$ cat config.mk
export PLATFORM = sky130hd
export DESIGN_NAME = jtsdram_arb
export DESIGN_NICKNAME = d
export VERILOG_FILES = /design/src/rtl/jtsdram_pkg.sv /design/src/rtl/jtsdram_rr4.sv /design/src/rtl/jtsdram_arb.sv
export SDC_FILE = /design/constraint.sdc
export NUM_CORES = 1
export LEC_CHECK = 0
export ABC_AREA = 1
export BUFFER_PORTS_ARGS = -buffer_cell sky130_fd_sc_hd__buf_2
export CORE_MARGIN = 2
export CORE_UTILIZATION = 40
export CTS_BUF_LIST = sky130_fd_sc_hd__clkbuf_8
export DETAILED_ROUTE_END_ITERATION = 6
export GPL_TIMING_DRIVEN = 0
export HOLD_SLACK_MARGIN = 0.06
export PLACE_DENSITY = 0.71
export SLEW_MARGIN = 40
export SYNTH_ARGS = -nofsm -noshare
export SYNTH_HDL_FRONTEND = slang
export SYNTH_SLANG_ARGS = --single-unit
$ cat constraint.sdc
create_clock -name clk -period 5.7 [get_ports clk]
set_clock_uncertainty 0.15 [all_clocks]
set_input_delay 0.285 -clock clk [delete_from_list [all_inputs] [get_ports clk]]
set_output_delay 0.285 -clock clk [all_outputs]
set_load 0.01 [all_outputs]
$ cat src/rtl/jtsdram_pkg.sv
// Shared definitions for the SDRAM port arbiter: FSM encoding,
// requester count and a one-hot helper.
package jtsdram_pkg;

  localparam int NREQ = 4;

  typedef enum logic [1:0] {
    ST_IDLE  = 2'd0,
    ST_ISSUE = 2'd1,
    ST_WAIT  = 2'd2,
    ST_RFSH  = 2'd3
  } arb_state_e;

  // One-hot grant vector for a requester index.
  function automatic logic [NREQ-1:0] onehot4(input logic [1:0] idx);
    onehot4 = 4'b0001 << idx;
  endfunction

endpackage

$ cat src/rtl/jtsdram_rr4.sv
// Combinational round-robin picker for four requesters. The search starts
// at the requester after `last` and wraps modulo 4, so the previous owner
// has the lowest priority.
module jtsdram_rr4
  import jtsdram_pkg::*;
(
  input  logic [NREQ-1:0] req,
  input  logic [1:0]      last,
  output logic [1:0]      winner,
  output logic            any
);

  logic [1:0] cand;

  // Scan from the farthest candidate down to the nearest so the nearest set bit wins.
  always_comb begin
    winner = last;
    cand   = 2'd0;
    for (int k = NREQ; k >= 1; k--) begin
      cand = last + 2'(k);
      if (req[cand]) begin
        winner = cand;
      end else begin
        winner = winner;
      end
    end
  end

  assign any = |req;

endmodule

$ cat src/rtl/jtsdram_arb.sv
// Round-robin arbiter sharing one SDRAM controller port among four
// bank-owning requesters (requester i always uses bank i), with host
// refresh windows inserted between transactions. All outputs registered.
module jtsdram_arb
  import jtsdram_pkg::*;
#(
  parameter int AW = 22,
  parameter int DW = 16
) (
  input  logic              clk,
  input  logic              rst,
  input  logic [3:0]        req,
  input  logic [3:0]        req_we,
  input  logic [4*AW-1:0]   req_addr,
  input  logic [4*DW-1:0]   req_din,
  input  logic [7:0]        req_mask,
  output logic [3:0]        gnt,
  output logic [3:0]        ack,
  output logic [3:0]        rdy,
  output logic [DW-1:0]     dout,
  input  logic              rfsh_req,
  output logic              rfsh_busy,
  output logic [15:0]       xfer_cnt,
  output logic [AW-1:0]     sd_addr,
  output logic [1:0]        sd_ba,
  output logic [DW-1:0]     sd_din,
  output logic [1:0]        sd_mask,
  output logic              sd_we,
  output logic              sd_rd,
  input  logic              sd_ack,
  input  logic              sd_rdy,
  input  logic [DW-1:0]     sd_dout,
  output logic              sd_rfsh
);

  arb_state_e      state_q, state_d;
  logic [1:0]      last_q, last_d;
  logic            we_q, we_d;
  logic [3:0]      gnt_q, gnt_d;
  logic [3:0]      ack_q, ack_d;
  logic [3:0]      rdy_q, rdy_d;
  logic [DW-1:0]   dout_q, dout_d;
  logic            rfsh_busy_q, rfsh_busy_d;
  logic            sd_rfsh_q, sd_rfsh_d;
  logic [15:0]     xfer_cnt_q, xfer_cnt_d;
  logic [AW-1:0]   sd_addr_q, sd_addr_d;
  logic [1:0]      sd_ba_q, sd_ba_d;
  logic [DW-1:0]   sd_din_q, sd_din_d;
  logic [1:0]      sd_mask_q, sd_mask_d;
  logic            sd_we_q, sd_we_d;
  logic            sd_rd_q, sd_rd_d;

  logic [1:0]      winner;
  logic            any_req;
  logic            done;

  jtsdram_rr4 u_rr4 (
    .req    (req),
    .last   (last_q),
    .winner (winner),
    .any    (any_req)
  );

  // Next-state and output computation for the arbitration FSM.
  always_comb begin
    state_d     = state_q;
    last_d      = last_q;
    we_d        = we_q;
    gnt_d       = gnt_q;
    ack_d       = 4'b0000;
    rdy_d       = 4'b0000;
    dout_d      = dout_q;
    rfsh_busy_d = 1'b0;
    sd_rfsh_d   = 1'b0;
    xfer_cnt_d  = xfer_cnt_q;
    sd_addr_d   = sd_addr_q;
    sd_ba_d     = sd_ba_q;
    sd_din_d    = sd_din_q;
    sd_mask_d   = sd_mask_q;
    sd_we_d     = sd_we_q;
    sd_rd_d     = sd_rd_q;
    done        = 1'b0;

    case (state_q)
      ST_IDLE: begin
        // Refresh wins over requesters, but only between transactions.
        if (rfsh_req) begin
          state_d     = ST_RFSH;
          rfsh_busy_d = 1'b1;
          sd_rfsh_d   = 1'b1;
        end else if (any_req) begin
          state_d   = ST_ISSUE;
          last_d    = winner;
          gnt_d     = onehot4(winner);
          we_d      = req_we[winner];
          sd_we_d   = req_we[winner];
          sd_rd_d   = ~req_we[winner];
          sd_ba_d   = winner;
          sd_addr_d = req_addr[winner*AW +: AW];
          sd_din_d  = req_din[winner*DW +: DW];
          sd_mask_d = req_mask[winner*2 +: 2];
        end else begin
          state_d = ST_IDLE;
        end
      end
      ST_ISSUE: begin
        // A completion without acceptance is meaningless here and is ignored.
        if (sd_ack) begin
          sd_we_d = 1'b0;
          sd_rd_d = 1'b0;
          ack_d   = gnt_q;
          if (sd_rdy) begin
            done = 1'b1;
          end else begin
            state_d = ST_WAIT;
          end
        end else begin
          state_d = ST_ISSUE;
        end
      end
      ST_WAIT: begin
        if (sd_rdy) begin
          done = 1'b1;
        end else begin
          state_d = ST_WAIT;
        end
      end
      ST_RFSH: begin
        if (rfsh_req) begin
          rfsh_busy_d = 1'b1;
          sd_rfsh_d   = 1'b1;
        end else begin
          state_d = ST_IDLE;
        end
      end
      default: begin
        state_d = ST_IDLE;
      end
    endcase

    // Completion: pulse rdy, capture read data, release the port.
    if (done) begin
      rdy_d      = gnt_q;
      dout_d     = we_q ? dout_q : sd_dout;
      gnt_d      = 4'b0000;
      xfer_cnt_d = xfer_cnt_q + 16'd1;
      state_d    = ST_IDLE;
    end else begin
      rdy_d = 4'b0000;
    end
  end

  // State and output registers; asynchronous reset clears everything.
  always_ff @(posedge clk or posedge rst) begin
    if (rst) begin
      state_q     <= ST_IDLE;
      last_q      <= 2'd3;
      we_q        <= 1'b0;
      gnt_q       <= 4'b0000;
      ack_q       <= 4'b0000;
      rdy_q       <= 4'b0000;
      dout_q      <= '0;
      rfsh_busy_q <= 1'b0;
      sd_rfsh_q   <= 1'b0;
      xfer_cnt_q  <= 16'd0;
      sd_addr_q   <= '0;
      sd_ba_q     <= 2'd0;
      sd_din_q    <= '0;
      sd_mask_q   <= 2'd0;
      sd_we_q     <= 1'b0;
      sd_rd_q     <= 1'b0;
    end else begin
      state_q     <= state_d;
      last_q      <= last_d;
      we_q        <= we_d;
      gnt_q       <= gnt_d;
      ack_q       <= ack_d;
      rdy_q       <= rdy_d;
      dout_q      <= dout_d;
      rfsh_busy_q <= rfsh_busy_d;
      sd_rfsh_q   <= sd_rfsh_d;
      xfer_cnt_q  <= xfer_cnt_d;
      sd_addr_q   <= sd_addr_d;
      sd_ba_q     <= sd_ba_d;
      sd_din_q    <= sd_din_d;
      sd_mask_q   <= sd_mask_d;
      sd_we_q     <= sd_we_d;
      sd_rd_q     <= sd_rd_d;
    end
  end

  assign gnt       = gnt_q;
  assign ack       = ack_q;
  assign rdy       = rdy_q;
  assign dout      = dout_q;
  assign rfsh_busy = rfsh_busy_q;
  assign sd_rfsh   = sd_rfsh_q;
  assign xfer_cnt  = xfer_cnt_q;
  assign sd_addr   = sd_addr_q;
  assign sd_ba     = sd_ba_q;
  assign sd_din    = sd_din_q;
  assign sd_mask   = sd_mask_q;
  assign sd_we     = sd_we_q;
  assign sd_rd     = sd_rd_q;

endmodule
# ---- Word level (Yosys, flattened, before mapping)
# Cells that the tools add are included.
dict set report op_classes {
  bitwise_logic 3
  n_eq_ne 8
  n_mux 37
  add_sub_neg 4
  n_reduce_logical 10
  n_shift 4
  multipliers 1
  n_lt_le_gt_ge 4
}
# cell n
set ops {}
lappend ops {{88-bit by 8-bit indexed part select with 22-bit output} 1}
lappend ops {{64-bit by 7-bit indexed part select with 16-bit output} 1}
lappend ops {{4-bit two-way mux} 7}
lappend ops {{16-bit by 1-bit adder with 16-bit output, second input constant} 1}
lappend ops {{2-bit two-way mux} 8}
lappend ops {{1-bit two-way mux} 14}
lappend ops {{2-bit by 3-bit < comparator with 1-bit output, second input constant} 4}
lappend ops {{1-bit binary-select mux with 2-bit select} 4}
lappend ops {{2-bit case mux with 4 select lines} 1}
lappend ops {{8-bit by 4-bit indexed part select with 2-bit output} 1}
lappend ops {{2-bit by 4-bit multiplier with 6-bit output, second input constant} 1}
lappend ops {{2-bit inequality test, second input constant} 3}
lappend ops {{1-bit case mux with 2 select lines} 3}
lappend ops {{3-bit AND reduction} 2}
lappend ops {{2-bit nonzero test} 3}
lappend ops {{2-bit adder, second input constant} 2}
lappend ops {{2-bit == test, second input constant} 2}
lappend ops {{4-bit AND reduction} 1}
lappend ops {{4-bit OR reduction} 1}
lappend ops {{1-bit by 2-bit << shifter with 4-bit output, first input constant} 1}
lappend ops {{3-bit inequality test, second input constant} 1}
lappend ops {{1-bit NOT} 3}
lappend ops {{2-bit by 1-bit adder with 2-bit output, second input constant} 1}
lappend ops {{2-bit by 1-bit == test with 1-bit output, second input constant} 1}
lappend ops {{other kinds (4)} 4}
dict set report totals {
  ff_bits 94
  inputBits 189
  wordCells 86
}

# ---- Depth between registers and ports, before layout
# Gate-level depths: netlist (run 1).
dict set report depth {
  depth_word 12
  depth_mapped 19
}

# ---- Cells and area by module
# A second synthesis (run 1) with hierarchy kept.
dict set report unflattened {
  cells_unflattened 730
  hier_area_um2 5183.7
}
# module area_per_inst_um2 instances cells_per_inst seq_area_each_um2
set by_module_without_submodules {}
lappend by_module_without_submodules {jtsdram_arb 4966.0 1 686 2354.8}
lappend by_module_without_submodules {jtsdram_rr4 217.7 1 44 0.0}

# ---- Least setup slack after synthesis (run 1)
# No wires, ideal clock.
dict set report synth_path {
  path_type {reg-to-reg}
  startpoint {register state_q[1]}
  endpoint {register dout_q[0] (netlist: dout[0])}
  setup_time_ns 0.125
  slack_ns 3.638
  stages_incl_launch_ff 10
  arrival_time_ns 1.787
  period_less_slack_ns 2.062
  path_buffers 2
  required_ns 5.425
  path_cell_list {dfrtp_1 > inv_1 > ha_1 > nand2_1 > nand2_1 > nand3_1 > or2_2 > buf_2 > buf_6 > mux2_2}
}
dict set report synth_via {
  elab_chain_cells 3
  word_cells_on_any_way 4
}
# element line_no
set synth_rtl {}
lappend synth_rtl {{start: declaration} jtsdram_arb.sv:36} ;# arb_state_e state_q, state_d;
lappend synth_rtl {{start signal: assignment} jtsdram_arb.sv:173} ;# state_q <= state_d;
lappend synth_rtl {{2-bit == test / 2-bit by 1-bit == test with 1-bit output (equally long branches)} jtsdram_arb.sv:84} ;# case (state_q)
lappend synth_rtl {{1-bit case mux with 2 select lines (*)} jtsdram_arb.sv:84}
lappend synth_rtl {{2-bit AND reduction (no line) (*)} --}
lappend synth_rtl {{end signal: assignment} jtsdram_arb.sv:179} ;# dout_q <= dout_d;
lappend synth_rtl {{end: declaration} jtsdram_arb.sv:42} ;# logic [DW-1:0] dout_q, dout_d;
# Every way passes the cells marked *; elsewhere a longest branch is shown, timed or not.
# A chain may end at the register's enable or synchronous reset.

# ---- Worst setup path in the final report (run 1)
dict set report layout_path {
  startpoint {register state_q[1]}
  endpoint {register xfer_cnt_q[14] (netlist: xfer_cnt[14])}
}
dict set report layout_via {
  elab_chain_cells 2
  word_cells_on_any_way 3
}
# element line_no
set layout_rtl {}
lappend layout_rtl {{2-bit == test / 2-bit by 1-bit == test with 1-bit output (equally long branches)} jtsdram_arb.sv:84}
lappend layout_rtl {{1-bit case mux with 2 select lines (*)} jtsdram_arb.sv:84}
lappend layout_rtl {{end signal: assignment} jtsdram_arb.sv:182} ;# xfer_cnt_q <= xfer_cnt_d;
lappend layout_rtl {{end: declaration} jtsdram_arb.sv:45} ;# logic [15:0] xfer_cnt_q, xfer_cnt_d;
# Marked as above.

==> results of run 1 <==
metal layers:
metal | global-route usage, % | wire length (µm) | up-vias
met5 | 0 | 0 | -
met1 | 29.79 | 7414 | 2838
met2 | 44.51 | 9414 | 261
li1 | - | - | 3159
met3 | 4.751 | 1449 | 31
met4 | 9.483 | 450 | 0
cell usage after synthesis (3+ instances only):
master / count
clkbuf_1: 5
o22ai_1: 4
a21oi_1: 5
nor2_1: 18
ha_1: 6
nand2_2: 7
inv_1: 26
o21ai_0: 4
nand2_1: 468
xor2_1: 6
buf_1: 3
buf_6: 9
nand3_1: 92
dfrtp_1: 92
xnor2_1: 8
buf_4: 10
inv_2: 3
buf_2: 21
mux2_2: 16
power by group through the flow:
stage / Sequential, mW / Clock (mW) / Combinational (mW)
floorplan: 1.15 / 0 / 2.29
global placement: 1.06 / 0 / 3.35
detailed placement: 1.06 / 0 / 3.39
CTS: 1.05 / 0.603 / 3.40
global route: 1.09 / 0.627 / 3.85
finish: 1.05 / 0.586 / 3.39
cells in the final DEF, fill, tap and decap left out, types with 4 or more instances in the layout:
cell           synthesis  final
nand2_1              468    468
buf_2                 21    299
nand3_1               92     92
dfrtp_1               92     92
inv_1                 26     26
nor2_1                18     18
dlygate4sd3_1          0     18
mux2_2                16     16
buf_4                 10     10
buf_6                  9      9
clkbuf_8               0      9
xnor2_1                8      8
nand2_2                7      7
xor2_1                 6      6
ha_1                   6      6
a21oi_1                5      5
clkbuf_1               5      5
o21ai_0                4      4
o22ai_1                4      4
bufinv_16              0      4
registers in the layout, indices dropped and copies added, names as in the netlist:
name,cells
sd_addr,22
dout,16
sd_din,16
xfer_cnt,16
ack,4
gnt,4
rdy,4
last_q,2
sd_ba,2
sd_mask,2
state_q,2
sd_rd,1
sd_rfsh,1
sd_we,1
we_q,1
final cells by class:
| cell class | count | area (µm²) | share of cell area, % |
|---|---|---|---|
| multi-input combinational | 647 | 2877 | 37.07 |
| sequential | 94 | 2355 | 30.35 |
| timing repair buffer | 297 | 1599 | 20.61 |
| buffer | 48 | 311.5 | 4.015 |
| tap | 180 | 225.2 | 2.902 |
| clock inverter | 7 | 143.9 | 1.854 |
| inverter | 30 | 125.1 | 1.612 |
| clock buffer | 9 | 123.9 | 1.596 |
tightest hold or removal path: cells and delay by family:
family	cells	cell delay, ns
and+or+nand+nor	6	0.25
buffers and inverters	1	0.07
repair_timing:
action | CTS | global route
endpoints found under the hold margin | 109 | 0
gates resized for setup | 0 | 0
hold buffers | 18 | 0
path summary, 6_finish.rpt:
path / to / slack, ns
hold reg to reg: xfer_cnt[15] / 0.32
max in group asynchronous: last_q[1] / 4.54
setup reg to reg: xfer_cnt[14] / 3.21
setup / recovery: xfer_cnt[14] / 3.21
min in group asynchronous: sd_din[2] / 0.24
hold / removal: sd_din[5] / 0.12
metrics by stage:
stage	utilization (%)	setup WS [ns]	total power [mW]	hold slack (ns)	area (µm²)
after global routing	56.12	3.018	5.568	0.1477	7760
final	56.12	3.206	5.027	0.1229	7760
after global placement	52.63	1.647	4.405	0.3072	7277
after CTS	56.12	3.173	5.060	0.1055	7760
after detailed placement	52.88	3.202	4.447	0.09275	7312
after floorplan	-	2.820	3.443	0.2855	5660
logic make-up (layout without fill, tap and decap cells):
family / count (synthesis) / count (layout)
xor gates and xnor gates: 14 / 14
adders and majority gates: 6 / 6
DFF: 94 / 94
muxes: 16 / 16
buffers and inverters: 78 / 391
AOI/OAI and AO/OA: 18 / 18
and+or+nand+nor: 593 / 593
==> impl_results.md, run 1 <==
- Synth area leader: dfrtp_1
- Max_cap viols: 0
- PwrDens: 647.8 mW/mm²
- Final RePlAce weighted congestion: 0.8527
- Final hold viol count: 0
- Worst Path Required: 5.81 ns
- Filler cell count: 1379
- Hold Startpoint: req_din[5]
- Initial Util: 40.94%
- Crit Path Max Fanout: 6
- CTS tree: done
- Htree depth: 3
- Switch share: 50.28%
- Largest net degree at the start of global routing: 69
- Clock Power Share: 11.6%
- Worst-Skew Late Latency: 0.37 ns
- Sequential share of power: 21.0%
- Static Leakage: 4.746 nW
- Top cells by area, synth: dfrtp_1, nand2_1, nand3_1
- Via/cell ratio: 4.793
- Sequence of cells on the critical path: inv_1 -> ha_1 -> nand2_1 -> nand2_1 -> nand3_1 -> nor3b_1 -> nand3_1 -> nor2_1 -> nand3_1 -> xnor2_1
- Critical path depth: 10
- RSZ-0062 raised after global routing: false
- Die width: 123.0 µm
- Crit. Startpoint: state_q[1]
- Async set or reset register ratio after synthesis: 100.0%
- Multiplexer share of the synthesized area: 3.183%
- Comb pwr share: 67.4%
- EDFF count, synth: 0
- Gr usage total: 25.01%
- Xor and xnor fraction of the mapped netlist area: 2.166%
- Synth warnings: 0
- Routed WL: 18730 µm
- Total CTS buffers: 9
- Pre-antenna DRT Iters: 5
- Syn Area/Cell: 6.911 µm²
- CTS max path bufs: 2
- Hold Crit Class: primary input to flop
- Overflow left after global routing: 0
- CTS Sinks: 94
- Reg2reg path depth: 10
- Reg2reg start: state_q[1]
- Row count: 43
- Main combinational cell family by area after synthesis: simple AND/OR/NAND/NOR gates
- CP max-delay cell: nor3b_1
- Initial antenna violation count: 0
- Postcts setup bufs: 0
- FMAX: 400.9 MHz
- Syn nets: 1014
- Cell depth of the worst min-delay path: 7
- Post-Syn Area: 0.005660 mm²
- Family with the most delay on the worst path: simple AND/OR/NAND/NOR gates
- Crit path launch type: flop
- Max Slew Vio Count: 0
- Status: finished clean
- Vias post-DR: 6289
- Register area share after synthesis: 41.60%
- N_diodes: 0
- Critical Path AT: 2.61 ns
- Max VDD drop: 0.3832 mV
- Area share of and/or/nand/nor cells after synthesis: 42.09%
- Layout area overhead: 37.09%
- Slew headroom: 63.20%
- Sw Pwr: 2.527 mW
- First-pass GRT wire length: 29290 µm
- Adder-Cell Fraction of Synth Area: 1.326%
- WL per Instance: 14.28 µm
- Buf+Inv Stages, Crit Path: 1
- Final Non-Filler Cells: 1312
- Post-route setup TNS: 0 ns
- Critical path class: flop to flop
- Count of final setup violators: 0
- Post-DP HPWL: 14430 µm
- Fraction of final layout cells sized beyond drive strength 1: 32.42%
- Synth cell types: 31
- Final ANT Viol Nets: 0
- Pint: 2.500 mW
- Top Ports: 279
- DIE HEIGHT: 123.0 µm
- Compound-cell area share of the yosys netlist: 2.056%
- Post-Syn Instances: 819
- Vias in the first global route: 5936
- Nets@finish: 1322
- Clock transition at the registers of the reported paths: 0.10 ns
- Largest stage delay on the critical path: 0.46 ns
- Flops & latches, synth: 94
- Die ar.: 0.01512 mm²
- Number of port buffers: 278
- Worst path most repeated cell: nand3_1
- Iteration-0 DRC Markers: 296
- Share of the synthesized area in the top cell type: 40.67%
- Final min period: 2.494 ns
- DRC Markers: 0
- Post-synth top flop: dfrtp_1
- Root buf cell: clkbuf_8
- CP Capture Type: flop
- Cell total after placement: 1278
- Placeable Area: 0.01383 mm²
- Tightest Pin Transition: 0.5520 ns
- Final period util: 43.76%
(Power assumes the default switching activity.)
==> run 2: changes to the inputs <==
ABC_AREA = 0   (was 1)
PLACE_DENSITY = 0.73   (was 0.71)
clock period = 2.5 ns   (was 5.7 ns; I/O delays follow)
==> impl_results.md, run 2 <==
- Die width: 115.7 µm
- Syn nets: 644
- Top Ports: 279
- Synth warnings: 0
- Post-synth top flop: dfrtp_1
- Cell total after placement: 897
- Postcts setup bufs: 0
- Post-Syn Area: 0.004992 mm²
- Register area share after synthesis: 47.17%
- Number of port buffers: 277
- Final RePlAce weighted congestion: 0.8570
- Root buf cell: clkbuf_8
- Post-Syn Instances: 449
- Async set or reset register ratio after synthesis: 100.0%
- DIE HEIGHT: 115.7 µm
- Synth cell types: 47
- Htree depth: 3
- CTS Sinks: 94
- CTS max path bufs: 2
- Top post-synthesis cells by count: dfrtp_1, nand2_1, mux2i_1
- CTS Hold Bufs: 183
- First error: [ERROR RSZ-0060] Max buffer count reached.
- Last stage reached: 4_1_cts
- Flops & latches, synth: 94
- Row count: 40
- Syn Area/Cell: 11.12 µm²
- Post-CTS sizing: 0
- Total CTS buffers: 9
- Post-DP HPWL: 12690 µm
- Synth area leader: dfrtp_1
- Status: did not finish
- Initial Util: 41.22%
- Top cells by area, synth: dfrtp_1, mux2i_1, o221ai_2
- Share of the synthesized area in the top cell type: 46.12%
- Count leader, synth: dfrtp_1
- EDFF count, synth: 0
[run 2: cell types whose count changed after synthesis, sizes merged, moves of 9 or more]
cell / delta
mux2i: +35
nand3: -87
mux2: +9
o221ai: +32
inv: -21
buf: -19
a22oi: +33
nand2: -416
[run 2: stage by stage]
stage               cell area [µm²]  utilization, %  worst slack, ns
detailed placement             6664           55.02          0.02852
global placement               6593           54.43           0.1265
floorplan                      4996               -           0.4224
[run 2: kinds of logic after synthesis]
| kind of cell | synth area share, % |
|---|---|
| multiplexers | 12.66 |
| XOR/XNOR | 2.631 |
| buffers and inverters | 4.787 |
| adder cells (fa/ha/maj) | 1.504 |
| AND/OR/NAND/NOR | 11.30 |
| flip-flops | 47.17 |
| AO/OA/AOI/OAI | 19.95 |
==> run 3: changes to the inputs <==
CORE_UTILIZATION = 25   (was 40)
CTS_BUF_LIST = default   (was sky130_fd_sc_hd__clkbuf_8)
HOLD_SLACK_MARGIN = default   (was 0.06)
PLACE_DENSITY = default   (was 0.73)
PLACE_DENSITY_LB_ADDON = 0.15   (was default)
==> impl_results.md, run 3 <==
- Status: finished clean
- Syn nets: 644
- Compound-cell area share of the yosys netlist: 19.95%
- Post-DP HPWL: 14280 µm
- WL per Instance: 17.34 µm
- Max VDD drop: 0.4141 mV
- Setup ws final: 0.1304 ns
- Multi-input logic area: 0.002429 mm²
- Worst Path Required: 2.55 ns
- Post-Route Utilization: 45.13%
- Final hold viol count: 0
- Reg area: 0.002355 mm²
- Largest stage delay on the critical path: 0.57 ns
- CTS max path bufs: 2
- Final RePlAce weighted congestion: 0.8428
- Area share of and/or/nand/nor cells after synthesis: 11.30%
- Routed WL: 20360 µm
- Initial Util: 25.57%
- Multiplexer share of the synthesized area: 12.66%
- Async set or reset register ratio after synthesis: 100.0%
- Max Slew Vio Count: 0
- Synth warnings: 0
- Xor and xnor fraction of the mapped netlist area: 2.632%
- Static Leakage: 4.306 nW
- Buf+Inv Stages, Crit Path: 1
- Vias in the first global route: 6064
- EDFF count, synth: 0
- Worst-Skew Late Latency: 0.34 ns
- Placed Instance Area: 0.006820 mm²
- Share of the synthesized area in the top cell type: 46.12%
- Filler cell count: 1835
- N_diodes: 0
- Pre-antenna DRT Iters: 6
- Most common cell after layout, fill and taps aside: buf_2
- Layout area overhead: 76.52%
- CP Capture Type: flop
- Post-Syn Instances: 449
- Register area share after synthesis: 47.17%
- Fraction of final layout cells sized beyond drive strength 1: 42.46%
- Final ANT Viol Nets: 0
- PnR Total Power: 8.307 mW
- Syn Area/Cell: 11.12 µm²
- Die width: 145.3 µm
- Final Non-Filler Cells: 1174
- Post-route setup TNS: 0 ns
- Max_cap viols: 0
- Critical Path AT: 2.42 ns
- Clock transition at the registers of the reported paths: 0.07 ns
- PwrDens: 942.7 mW/mm²
- Top Ports: 279
- Nets@finish: 1099
- Hold WS: 0.01159 ns
- Top cells by area, synth: dfrtp_1, mux2i_1, o221ai_2
- Final min period: 2.370 ns
- Iteration-0 DRC Markers: 238
- Slew headroom: 50.64%
- First-pass GRT wire length: 31860 µm
- Via/cell ratio: 4.785
- CTS tree: done
- Overflow left after global routing: 0
- Post-synth top flop: dfrtp_1
- Count of final setup violators: 0
- Commonest cells after routing, fill and taps aside: buf_2, dlygate4sd3_1, dfrtp_1, nand2_1, mux2i_1
- Vias post-DR: 5618
- Synth cell types: 47
- Gr usage total: 19.09%
- Die ar.: 0.02112 mm²
- Number of port buffers: 277
- Count leader, synth: dfrtp_1
- Final period util: 94.78%
- Adder-Cell Fraction of Synth Area: 1.504%
- Largest net degree at the start of global routing: 26
- Total CTS buffers: 9
- Cell total after placement: 995
- Sequence of cells on the critical path: clkbuf_4 -> nand3b_1 -> nand3_4 -> mux2_2 -> a222oi_1 -> o21ai_1
- Critical path class: flop to flop
- Tightest Pin Transition: 0.7404 ns
- Initial antenna violation count: 0
- Main combinational cell family by area after synthesis: compound AO/OA/AOI/OAI gates
- Crit path launch type: flop
- Crit Path Max Fanout: 10
- Worst slack, placed: -0.09836 ns
- Root buf cell: clkbuf_16
- DRC Markers: 0
- Htree depth: 3
- Hold Crit Class: primary input to flop
- Post-Syn Area: 0.004992 mm²
- CP max-delay cell: dfstp_2
- Family with the most delay on the worst path: flip-flops
- Synth area leader: dfrtp_1
- DIE HEIGHT: 145.3 µm
- Design Area, Final: 0.008812 mm²
- FMAX: 422.0 MHz
- CTS Sinks: 94
- Top post-synthesis cells by count: dfrtp_1, nand2_1, mux2i_1
- Row count: 51
- Max FFs per register: 22
- Flops & latches, synth: 94
- Placeable Area: 0.01953 mm²
==> run 3: final cells by class <==
type                       count  area share (%)
clock buffer                  10           2.712
inverter                       9          0.4260
buffer                        34           2.542
clock inverter                 6           1.036
sequential                    94           26.72
tap                          265           3.763
multi-input combinational    312           27.56
timing repair buffer         444           35.24
==> run 3: cell families after synthesis <==
logic type | count (synthesis)
xor+xnor | 15
simple gates | 123
buf+inv | 43
flops | 94
fa+ha+maj | 6
mux | 60
compound gates | 108
==> run 3: timing repair <==
| action | CTS | global route |
|---|---|---|
| hold buffers | 160 | 0 |
| gates resized for setup | 3 | 10 |
| pin swaps | 1 | 2 |
| setup buffers | 3 | 0 |
| hold endpoints to repair | 130 | 0 |
| endpoints found under the setup margin | 39 | 16 |
==> run 3: worst paths after layout <==
check | startpoint | end | slack, ns | cells past startpoint
min in group asynchronous | rst | dout[2] | 0.20 | 3
max in group asynchronous | rst | sd_addr[21] | 1.37 | 5
min reg2reg | xfer_cnt[15] | xfer_cnt[15] | 0.31 | 1
max reg2reg | last_q[0] | sd_din[0] | 0.13 | 6
min | req_mask[5] | sd_mask[1] | 0.01 | 3
max | last_q[0] | sd_din[0] | 0.13 | 6
==> run 3: worst min-delay path, delay by kind of cell <==
| kind | cells | cell delay, ns |
|---|---|---|
| buffers and inverters | 1 | 0.07 |
| AOI/OAI and AO/OA | 1 | 0.18 |
| muxes | 1 | 0.08 |
==> run 3: power by group <==
| part | total [mW] | switching (mW) | internal (mW) | leakage [nW] |
|---|---|---|---|---|
| Clock | 1.52 | 0.608 | 0.911 | 0.163 |
| Combinational | 4.28 | 2.36 | 1.93 | 2.96 |
| Sequential | 2.50 | 0.374 | 2.13 | 1.18 |
==> run 3: metal layers <==
metal  GRT usage [%]  up-vias  wire [µm]
li1                -     2576          -
met1           22.24     2673       8181
met2           32.96      311       9904
met3           4.371       58       1490
met4           9.608        0        784
met5               0        -          0
==> run 4: changes to the inputs <==
ABC_AREA = 1   (was 0)
==> impl_results.md, run 4 (synthesis gave the netlist of run 1 again) <==
- First-pass GRT wire length: 33400 µm
- Final Non-Filler Cells: 1441
- Top Ports: 279
- Filler cell count: 2511
- Slew headroom: 60.38%
- Largest stage delay on the critical path: 0.53 ns
- Overflow left after global routing: 0
- Via/cell ratio: 4.356
- Worst-Skew Late Latency: 0.35 ns
- PnR Total Power: 11.91 mW
- Max FFs per register: 22
- Post-DP HPWL: 17310 µm
- Nets@finish: 1344
- Critical Path AT: 2.39 ns
- Max_cap viols: 0
- Most common cell after layout, fill and taps aside: nand2_1
- CTS tree: done
- Gr usage total: 18.13%
- Reg2reg start: last_q[0]
- Initial antenna violation count: 7
- Final hold viol count: 0
- Hold Crit Class: primary input to flop
- Cell total after placement: 1386
- Vias post-DR: 6277
- Clock transition at the registers of the reported paths: 0.08 ns
- Buf+Inv Stages, Crit Path: 5
- Wl on met1: 9450 µm
- Worst Path Required: 2.60 ns
- Crit. Startpoint: last_q[0]
- CTS Sinks: 94
- Fraction of final layout cells sized beyond drive strength 1: 33.28%
- Reg2reg path depth: 15
- FMAX: 437.0 MHz
- Met3 WL: 1608 µm
- Sequence of cells on the critical path: buf_6 -> inv_6 -> nand2_2 -> nand2_2 -> nand2_2 -> nand2_1 -> inv_2 -> nand2_2 -> o21ai_4 -> inv_2 -> buf_2 -> nand2_1 -> nand2_1 -> nand2_1 -> nand2_1
- DIE HEIGHT: 154.5 µm
- Htree depth: 3
- Largest net degree at the start of global routing: 24
- Iteration-0 DRC Markers: 240
- Setup ws final: 0.2117 ns
- Reg2Reg Capture Point: sd_din[0]
- WL per Instance: 15.04 µm
- Post-Route Utilization: 36.69%
- CP max-delay cell: dfstp_2
- Worst path most repeated cell: nand2_1
- Layout area overhead: 45.40%
- Vias in the first global route: 6145
- Final RePlAce weighted congestion: 0.8411
- Static Leakage: 4.882 nW
- Root buf cell: clkbuf_16
- Tightest Pin Transition: 0.5888 ns
- Reg area: 0.002355 mm²
- Max layer used: met5
- Status: finished clean
- Multi-input logic area: 0.002900 mm²
- Count of final setup violators: 0
- Final ANT Viol Nets: 0
- Crit Path Max Fanout: 10
- Commonest cells after routing, fill and taps aside: nand2_1, buf_2, dfrtp_1, nand3_1, dlygate4sd3_1
- Critical path depth: 15
- Number of port buffers: 278
- Row count: 55
- RSZ-0062 raised after global routing: false
- Pre-antenna DRT Iters: 4
- Critical Path End: sd_din[0]
- PwrDens: 1447 mW/mm²
- Critical path class: flop to flop
- CTS max path bufs: 2
- Die width: 154.5 µm
- DRC Markers: 0
- Die ar.: 0.02386 mm²
- Final min period: 2.288 ns
- Routed WL: 21680 µm
- Final period util: 91.53%
- Max VDD drop: 0.7175 mV
- Family with the most delay on the worst path: simple AND/OR/NAND/NOR gates
- Initial Util: 25.23%
- Worst slack, placed: -0.05607 ns
- CP Capture Type: flop
- Met2 WL: 10060 µm
- R2R Setup Slk: 0.21 ns
- Max Slew Vio Count: 0
- Crit path launch type: flop
- Total CTS buffers: 9
- Placeable Area: 0.02243 mm²
## run 4: cell type report
cell class                 count  share of cell area, %
timing repair buffer         319                  22.59
inverter                      30                  1.475
buffer                        48                  4.044
sequential                    94                  28.61
clock buffer                   9                  2.736
clock inverter                 7                 0.9121
tap                          285                  4.333
antenna                        2                0.06081
multi-input combinational    647                  35.24
## run 4: worst min path at each step
stage | startpoint | to | slack (ns) | cells after the start
4_1_cts | req_addr[16] | sd_addr[16] | 0.0005 | 7
3_3_place_gp | sd_dout[11] | dout[11] | 0.21 | 2
6_report | req_addr[1] | sd_addr[1] | 0.01 | 7
2_1_floorplan | sd_dout[0] | dout[0] | 0.13 | 1
5_1_grt | req_din[14] | sd_din[14] | 0.03 | 7
3_5_place_dp | rst | sd_din[11] | 0.03 | 2
## run 4: metrics by stage
step / hold WS (ns) / setup TNS, ns / instance area (µm²)
after floorplan: 0.1255 / 0 / 5664
after global placement: 0.2106 / -0.05077 / 7412
after detailed placement: 0.02529 / -0.05607 / 7515
after CTS: 0.0004977 / 0 / 8172
after global routing: 0.02892 / 0 / 8230
final: 0.009906 / 0 / 8230
## run 4: worst register-to-register path: stages, from the launching register on
cell,delay (ns)
dfstp_2,0.53
buf_6,0.14
inv_6,0.05
nand2_2,0.05
nand2_2,0.07
nand2_2,0.10
nand2_1,0.07
inv_2,0.08
nand2_2,0.06
o21ai_4,0.20
inv_2,0.14
buf_2,0.24
nand2_1,0.12
nand2_1,0.07
nand2_1,0.07
nand2_1,0.05
## run 4: layer usage
layer  global-route usage, %  up-vias
met3                   4.455       34
met1                   22.86     2780
li1                        -     3214
met4                   5.511        8
met2                   30.70      241
met5                       0        -
## run 4: power breakdown
part	switching, mW	total [mW]	internal [mW]
logic	5.14	8.10	2.97
registers	0.286	2.38	2.09
clock network	0.716	1.43	0.712
## run 4: what timing repair did
action,CTS,global route
setup endpoints to repair,1,55
setup buffers,0,2
endpoints found under the hold margin,117,0
pin swaps,0,1
hold buffers,35,0
resized for setup,1,16
